`src/rtl/algo_mrnw_1rw_wbuf_if.sv`:
```
// Host-side and bank-side signal bundle for the buffered multi-write 1RW memory.
interface algo_mrnw_1rw_wbuf_if #(
    parameter int WIDTH   = 64,
    parameter int BITADDR = 13,
    parameter int NUMWRPT = 2
);
    logic                              ready;
    logic                              wr_rdy;
    logic [NUMWRPT-1:0]                write;
    logic [NUMWRPT-1:0][BITADDR-1:0]   wr_adr;
    logic [NUMWRPT-1:0][WIDTH-1:0]     din;
    logic                              rd_rdy;
    logic                              read;
    logic [BITADDR-1:0]                rd_adr;
    logic                              rd_vld;
    logic [WIDTH-1:0]                  rd_dout;
    logic                              t1_readA;
    logic                              t1_writeA;
    logic [BITADDR-1:0]                t1_addrA;
    logic [WIDTH-1:0]                  t1_dinA;
    logic [WIDTH-1:0]                  t1_doutA;

    modport slave (
        input  write, wr_adr, din, read, rd_adr, t1_doutA,
        output ready, wr_rdy, rd_rdy, rd_vld, rd_dout,
               t1_readA, t1_writeA, t1_addrA, t1_dinA
    );
    modport master (
        output write, wr_adr, din, read, rd_adr, t1_doutA,
        input  ready, wr_rdy, rd_rdy, rd_vld, rd_dout,
               t1_readA, t1_writeA, t1_addrA, t1_dinA
    );
endinterface

```
`src/rtl/algo_mrnw_1rw_wbuf.sv`:
```
// N-write/1-read memory on one 1RW bank: writes queue in a FIFO that drains in
// read-free cycles; reads forward from the FIFO; the bank is cleared after reset.
module algo_mrnw_1rw_wbuf #(
    parameter int WIDTH      = 64,
    parameter int NUMADDR    = 8192,
    parameter int BITADDR    = 13,
    parameter int NUMWRPT    = 2,
    parameter int FIFODEP    = 8,
    parameter int BITFIFO    = 3,
    parameter int HIWAT      = 6,
    parameter int SRAM_DELAY = 1
) (
    input  logic                 clk,
    input  logic                 rst,
    algo_mrnw_1rw_wbuf_if.slave  bus
);
    localparam int CW = BITFIFO + 1;

    typedef enum logic {ST_INIT, ST_RUN} state_t;

    state_t               r_state;
    logic [BITADDR-1:0]   r_icnt;
    logic                 r_ready;
    logic [BITFIFO-1:0]   r_rptr, r_wptr;
    logic [CW-1:0]        r_cnt;
    logic [BITADDR-1:0]   r_fadr [FIFODEP];
    logic [WIDTH-1:0]     r_fdat [FIFODEP];
    logic [SRAM_DELAY:0]  r_vld_pipe, r_hit_pipe;
    logic [WIDTH-1:0]     r_fwd_pipe [SRAM_DELAY+1];
    logic                 r_t1_readA, r_t1_writeA, r_rd_vld;
    logic [BITADDR-1:0]   r_t1_addrA;
    logic [WIDTH-1:0]     r_t1_dinA, r_rd_dout;

    logic                 w_wr_rdy, w_rd_rdy, w_racc, w_pop, w_hit;
    logic [NUMWRPT-1:0]   w_wacc;
    logic [CW-1:0]        w_nwr;
    logic [BITFIFO-1:0]   w_slot [NUMWRPT];
    logic [WIDTH-1:0]     w_fdat;

    assign w_wr_rdy = r_ready && (r_cnt <= CW'(FIFODEP - NUMWRPT));
    assign w_rd_rdy = r_ready && (r_cnt < CW'(HIWAT));
    assign w_racc   = bus.read && w_rd_rdy;
    assign w_wacc   = bus.write & {NUMWRPT{w_wr_rdy}};
    assign w_pop    = (r_state == ST_RUN) && !w_racc && (r_cnt != '0);

    // Accepted ports pack into consecutive slots, lowest port index first.
    always_comb begin
        w_nwr = '0;
        for (int p = 0; p < NUMWRPT; p++) begin
            w_slot[p] = r_wptr + w_nwr[BITFIFO-1:0];
            if (w_wacc[p]) w_nwr = w_nwr + CW'(1);
        end
    end

    // Scan oldest to newest so the last hit is the newest pending write.
    always_comb begin
        w_hit  = 1'b0;
        w_fdat = '0;
        for (int k = 0; k < FIFODEP; k++) begin
            if (CW'(k) < r_cnt && r_fadr[r_rptr + BITFIFO'(k)] == bus.rd_adr) begin
                w_hit  = 1'b1;
                w_fdat = r_fdat[r_rptr + BITFIFO'(k)];
            end
        end
    end

    always_ff @(posedge clk) begin
        for (int p = 0; p < NUMWRPT; p++) begin
            if (w_wacc[p]) begin
                r_fadr[w_slot[p]] <= bus.wr_adr[p];
                r_fdat[w_slot[p]] <= bus.din[p];
            end
        end
        r_fwd_pipe[0] <= w_fdat;
        for (int i = 1; i <= SRAM_DELAY; i++) r_fwd_pipe[i] <= r_fwd_pipe[i-1];
    end

    always_ff @(posedge clk or negedge rst) begin
        if (!rst) begin
            r_state     <= ST_INIT;
            r_icnt      <= '0;
            r_ready     <= 1'b0;
            r_rptr      <= '0;
            r_wptr      <= '0;
            r_cnt       <= '0;
            r_vld_pipe  <= '0;
            r_hit_pipe  <= '0;
            r_t1_readA  <= 1'b0;
            r_t1_writeA <= 1'b0;
            r_t1_addrA  <= '0;
            r_t1_dinA   <= '0;
            r_rd_vld    <= 1'b0;
            r_rd_dout   <= '0;
        end else begin
            r_ready <= (r_state == ST_RUN);
            case (r_state)
                ST_INIT: begin
                    r_t1_writeA <= 1'b1;
                    r_t1_readA  <= 1'b0;
                    r_t1_addrA  <= r_icnt;
                    r_t1_dinA   <= '0;
                    r_icnt      <= r_icnt + BITADDR'(1);
                    if (r_icnt == BITADDR'(NUMADDR - 1)) r_state <= ST_RUN;
                end
                default: begin
                    if (w_racc) begin
                        r_t1_readA  <= 1'b1;
                        r_t1_writeA <= 1'b0;
                        r_t1_addrA  <= bus.rd_adr;
                    end else if (w_pop) begin
                        r_t1_readA  <= 1'b0;
                        r_t1_writeA <= 1'b1;
                        r_t1_addrA  <= r_fadr[r_rptr];
                        r_t1_dinA   <= r_fdat[r_rptr];
                    end else begin
                        r_t1_readA  <= 1'b0;
                        r_t1_writeA <= 1'b0;
                    end
                end
            endcase
            r_cnt  <= r_cnt + w_nwr - CW'(w_pop);
            r_wptr <= r_wptr + w_nwr[BITFIFO-1:0];
            if (w_pop) r_rptr <= r_rptr + BITFIFO'(1);
            r_vld_pipe[0] <= w_racc;
            r_hit_pipe[0] <= w_hit;
            for (int i = 1; i <= SRAM_DELAY; i++) begin
                r_vld_pipe[i] <= r_vld_pipe[i-1];
                r_hit_pipe[i] <= r_hit_pipe[i-1];
            end
            // Last stage lines up with the bank data for that read.
            r_rd_vld <= r_vld_pipe[SRAM_DELAY];
            if (r_vld_pipe[SRAM_DELAY])
                r_rd_dout <= r_hit_pipe[SRAM_DELAY] ? r_fwd_pipe[SRAM_DELAY] : bus.t1_doutA;
        end
    end

    assign bus.ready     = r_ready;
    assign bus.wr_rdy    = w_wr_rdy;
    assign bus.rd_rdy    = w_rd_rdy;
    assign bus.rd_vld    = r_rd_vld;
    assign bus.rd_dout   = r_rd_dout;
    assign bus.t1_readA  = r_t1_readA;
    assign bus.t1_writeA = r_t1_writeA;
    assign bus.t1_addrA  = r_t1_addrA;
    assign bus.t1_dinA   = r_t1_dinA;
endmodule

```
`src/flat_wrapper.sv`:
```
// flat-port wrapper written by rule: the top's interface ports become plain ports
module algo_mrnw_1rw_wbuf_flat 
#(
    parameter int WIDTH      = 64,
    parameter int NUMADDR    = 8192,
    parameter int BITADDR    = 13,
    parameter int NUMWRPT    = 2,
    parameter int FIFODEP    = 8,
    parameter int BITFIFO    = 3,
    parameter int HIWAT      = 6,
    parameter int SRAM_DELAY = 1
)
  (clk, rst, bus_write, bus_wr_adr, bus_din, bus_read, bus_rd_adr, bus_t1_doutA, bus_ready, bus_wr_rdy, bus_rd_rdy, bus_rd_vld, bus_rd_dout, bus_t1_readA, bus_t1_writeA, bus_t1_addrA, bus_t1_dinA);
  algo_mrnw_1rw_wbuf_if #(.WIDTH(WIDTH), .BITADDR(BITADDR), .NUMWRPT(NUMWRPT)) bus_i ();
  input  logic clk;
  input  logic rst;
  input wire logic [$bits(bus_i.write)-1:0] bus_write;
  input wire logic [$bits(bus_i.wr_adr)-1:0] bus_wr_adr;
  input wire logic [$bits(bus_i.din)-1:0] bus_din;
  input wire logic [$bits(bus_i.read)-1:0] bus_read;
  input wire logic [$bits(bus_i.rd_adr)-1:0] bus_rd_adr;
  input wire logic [$bits(bus_i.t1_doutA)-1:0] bus_t1_doutA;
  output wire logic [$bits(bus_i.ready)-1:0] bus_ready;
  output wire logic [$bits(bus_i.wr_rdy)-1:0] bus_wr_rdy;
  output wire logic [$bits(bus_i.rd_rdy)-1:0] bus_rd_rdy;
  output wire logic [$bits(bus_i.rd_vld)-1:0] bus_rd_vld;
  output wire logic [$bits(bus_i.rd_dout)-1:0] bus_rd_dout;
  output wire logic [$bits(bus_i.t1_readA)-1:0] bus_t1_readA;
  output wire logic [$bits(bus_i.t1_writeA)-1:0] bus_t1_writeA;
  output wire logic [$bits(bus_i.t1_addrA)-1:0] bus_t1_addrA;
  output wire logic [$bits(bus_i.t1_dinA)-1:0] bus_t1_dinA;
  assign bus_i.write = bus_write;
  assign bus_i.wr_adr = bus_wr_adr;
  assign bus_i.din = bus_din;
  assign bus_i.read = bus_read;
  assign bus_i.rd_adr = bus_rd_adr;
  assign bus_i.t1_doutA = bus_t1_doutA;
  assign bus_ready = bus_i.ready;
  assign bus_wr_rdy = bus_i.wr_rdy;
  assign bus_rd_rdy = bus_i.rd_rdy;
  assign bus_rd_vld = bus_i.rd_vld;
  assign bus_rd_dout = bus_i.rd_dout;
  assign bus_t1_readA = bus_i.t1_readA;
  assign bus_t1_writeA = bus_i.t1_writeA;
  assign bus_t1_addrA = bus_i.t1_addrA;
  assign bus_t1_dinA = bus_i.t1_dinA;
  algo_mrnw_1rw_wbuf #(.WIDTH(WIDTH), .NUMADDR(NUMADDR), .BITADDR(BITADDR), .NUMWRPT(NUMWRPT), .FIFODEP(FIFODEP), .BITFIFO(BITFIFO), .HIWAT(HIWAT), .SRAM_DELAY(SRAM_DELAY)) u_core (.clk(clk), .rst(rst), .bus(bus_i));
endmodule
```
`config.mk`:
```
export PLATFORM = sky130hd
export DESIGN_NAME = algo_mrnw_1rw_wbuf_flat
export DESIGN_NICKNAME = d
export VERILOG_FILES = /design/src/rtl/algo_mrnw_1rw_wbuf_if.sv /design/src/rtl/algo_mrnw_1rw_wbuf.sv /design/src/flat_wrapper.sv
export SDC_FILE = /design/constraint.sdc
export NUM_CORES = 2
export LEC_CHECK = 0
export CORE_ASPECT_RATIO = 0.9
export CORE_MARGIN = 8
export CORE_UTILIZATION = 55
export DETAILED_ROUTE_END_ITERATION = 7
export PLACE_DENSITY = 0.83
export SYNTH_ARGS = -nofsm -noshare
export SYNTH_HDL_FRONTEND = slang
export SYNTH_SLANG_ARGS = --single-unit
```
`constraint.sdc`:
```
create_clock -name clk -period 7.4 [get_ports clk]
set_clock_uncertainty 0.15 [all_clocks]
set_input_delay 2.22 -clock clk [delete_from_list [all_inputs] [get_ports clk]]
set_output_delay 2.22 -clock clk [all_outputs]
set_load 0.02 [all_outputs]
```
==> results.yml <==
status:
  status: "complete, but fails checks"
  violations: "DRC"
setup_path:
  critical_path_class: "reg2reg"
  path_max_fanout: 70
  endpoint_kind: "flip-flop"
  cp_common_cell: "nand4_1"
  crit_slowest_cell: "dfrtp_4"
  cp.required_ps: 7830
  path_cells: "clkinv_1 -> ha_4 -> mux4_2 -> xnor2_1 -> nand4_1 -> a221oi_1 -> nand4_1 -> o21a_4 -> buf_4 -> o21ai_0 -> a21oi_1 -> a311o_1"
  cp_slowest_stage_delay_ps: 930
  startpoint_type: "flip-flop"
  cp.arrival_ps: 6460
timing:
  final-hold-violation-count: 0
  worstMarginPinSlew_ps: 1322
  rsz0062_at_grt: "false"
  relSlewSlack_pct: 11.85
  min_period_ps: 6037
  fmax_mhz: 165.7
  drv_slew: 0
  setup_violations: 0
  finalCritPeriodShare_pct: 81.58
floorplanning:
  top_level_ports: 383
  fp-row-count: 120
  start_util_pct: 55.10
  die_area_um2: 129800
  die_x_um: 378.9
  core_area_um2: 118300
  fp.dieH_um: 342.6
layout:
  syn_to_final_growth_pct: 13.30
  fillers: 8640
  final_common_cell: "nand2_1"
  drive_gt1_share_pct: 29.48
  final_util_pct: 62.42
  final_cell_mix: "nand2_1, mux2_2, mux4_2"
  nets: 5781
logic_synthesis:
  synthArstFlopShare_pct: 18.87
  synth_edf_count: 616
  netlist_area_um2: 65190
  ys.warnings.count: 0
  syn-num-nets: 5714
  ys_seq_area_share_pct: 38.95
  ys_seq_elements: 917
  synth_flop_cell: "edfxtp_1"
  synth_area_per_cell_um2: 11.93
  synth_cells: 5462
  ys_types: 70
power_and_ir_drop:
  switching_share_pct: 21.47
  p_leak_nw: 24.54
  internal_power_mw: 8.708
  p_comb_share_pct: 4.5
  powerDensity_nw_per_um2: 150.1
  power_frac_seq_pct: 49.3
  ir_worst_vdd_mv: 0.2013
  clkPwrFrac_pct: 46.2
  p_switching_mw: 2.381
  finalPower_mw: 11.09
drt:
  vias: 53740
  routed_wirelength_mm: 223.3
  ant_nets: 0
  drcViolationCount: 62
  wl_per_cell_um: 30.78
  dr.pass1.iters: 8
  drt_iter0_drc: 9830
  viasPerCell: 7.409
global_routing:
  grt_max_degree: 157
  grt_first_pass_wirelength_mm: 327.9
  grtUsageTotal_pct: 33.01
  antenna_found_initial: 65
  grt_pass1_vias: 52400
  grt_overflow: 0
placement:
  place_hpwl_mm: 132.5
  globalplace.congestion: 0.9664
  port_buffers: 382
job:
  max_cap_violations: 0
clocking:
  path_clk_slew_ps: 60
  numCtsBuffers: 97
  cts_setup_buffers: 0
  cts-root-buf: "clkbuf_16"
  cts_max_level: 3
  cts_sinks: 917
  ctsResizeCount: 0
  cts_max_path_buffers: 3
  clk_latency_ps: 700
  cts_tree: "done"
  cts_hold_buf: 0
worst_hold_path:
  hold_class: "reg2reg"
-- cells by family (layout without fill, tap and decap cells) --
group                    Yosys count  after routing  synth area share (%)
AO/OA/AOI/OAI                    804            804                 7.747
XOR/XNOR                         122            122                 1.639
adder cells (fa/ha/maj)           16             16                0.3301
buffers and inverters            575            723                 3.664
flip-flops                       917            917                 38.95
multiplexers                    1559           1559                 37.57
other                              0             57                     0
AND/OR/NAND/NOR                 1469           1469                 10.10
-- final cells by class --
| cell class | count | area, µm² | share of cell area [%] |
|---|---|---|---|
| diodes | 57 | 142.6 | 0.1931 |
| clock buffers | 145 | 2992 | 4.051 |
| clock inverters | 35 | 332.8 | 0.4506 |
| inverters | 53 | 198.9 | 0.2694 |
| multi-input cells | 3970 | 37740 | 51.10 |
| flip-flops and latches | 917 | 25410 | 34.41 |
| well taps | 1586 | 1984 | 2.687 |
| repair buffers | 490 | 5052 | 6.841 |
-- worst max-delay path: cells and delay by family, from the launching register on --
| kind | cells | cell delay, ps |
|---|---|---|
| AO/OA/AOI/OAI | 5 | 1560 |
| multiplexers | 1 | 610 |
| XOR/XNOR | 1 | 380 |
| AND/OR/NAND/NOR | 2 | 570 |
| buffers and inverters | 2 | 840 |
| adder cells (fa/ha/maj) | 1 | 800 |
| flip-flops | 1 | 930 |
-- power groups by stage --
stage	logic, mW	registers (mW)	clock network [mW]
after CTS	0.491	5.47	5.12
after floorplan	0.217	5.58	0
after global routing	0.530	5.47	5.31
after detailed placement	0.484	5.58	0
final	0.498	5.47	5.12
after global placement	0.464	5.58	0
-- cells in the mapped netlist, types with 67 or more instances --
library cell / count / area, µm²
clkbuf_1: 314 / 1179
and2_1: 67 / 419.2
buf_1: 83 / 311.6
a31oi_1: 68 / 425.4
a211oi_1: 115 / 863.3
mux2i_1: 253 / 2532
nand2_1: 796 / 2988
nor2_1: 177 / 664.4
dfxtp_1: 128 / 2562
mux4_2: 644 / 14500
a21oi_1: 241 / 1206
nand3_1: 204 / 1021
xnor2_1: 105 / 919.6
edfxtp_1: 616 / 18500
mux2_2: 662 / 7455
o21ai_0: 201 / 1006
buf_2: 106 / 530.5
dfrtp_1: 173 / 4329
-- per-layer routing --
layer | global-route usage [%] | vias up | routed length (µm)
li1 | - | 21520 | -
met1 | 40.85 | 25990 | 73400
met2 | 50.05 | 5047 | 100600
met3 | 10.21 | 1162 | 33240
met4 | 21.66 | 14 | 15900
met5 | 0 | - | 147
-- path summary, 6_finish.rpt --
kind | slack (ps) | from | endpoint | depth (start not counted)
min in group asynchronous | 1400 | rst | u_core.r_hit_pipe[1]$_DFF_PN0_ | 1
worst max-delay path | 1360 | u_core.r_rptr[1]$_DFFE_PN0P_ | u_core.r_fwd_pipe[0][15]$_DFF_P_ | 12
worst max register to register | 1360 | u_core.r_rptr[1]$_DFFE_PN0P_ | u_core.r_fwd_pipe[0][15]$_DFF_P_ | 12
max in group asynchronous | 4550 | rst | u_core.bus.t1_dinA[9]$_DFFE_PN0P_ | 2
worst min-delay path | 180 | u_core.r_fwd_pipe[0][55]$_DFF_P_ | u_core.r_fwd_pipe[0][119]$_DFF_P_ | 0
worst min register to register | 180 | u_core.r_fwd_pipe[0][55]$_DFF_P_ | u_core.r_fwd_pipe[0][119]$_DFF_P_ | 0
-- flip-flops by register name, indices dropped and copies added (netlist names), 2 cells and up --
| name | cells |
|---|---|
| u_core.bus.rd_dout | 64 |
| u_core.bus.t1_addrA | 13 |
| u_core.r_vld_pipe | 2 |
| u_core.r_cnt | 4 |
| u_core.r_wptr | 3 |
| u_core.r_fwd_pipe | 128 |
| u_core.r_rptr | 3 |
| u_core.bus.t1_dinA | 64 |
| u_core.r_fadr | 104 |
| u_core.r_fdat | 512 |
| u_core.r_hit_pipe | 2 |
| u_core.r_icnt | 13 |
-- through the flow --
step,worst slack (ps),setup TNS (ps),area (µm²),std cells,hold slack [ps]
after global routing,1220,0,73830,7244,181.2
after detailed placement,943.7,0,70390,7016,162.1
after CTS,1474,0,73710,7196,175.9
after floorplan,-47.92,-7380,65200,5462,159.6
final,1363,0,73860,7253,175.8
after global placement,1045,0,70390,7016,162.4
(Power assumes the default switching activity.)
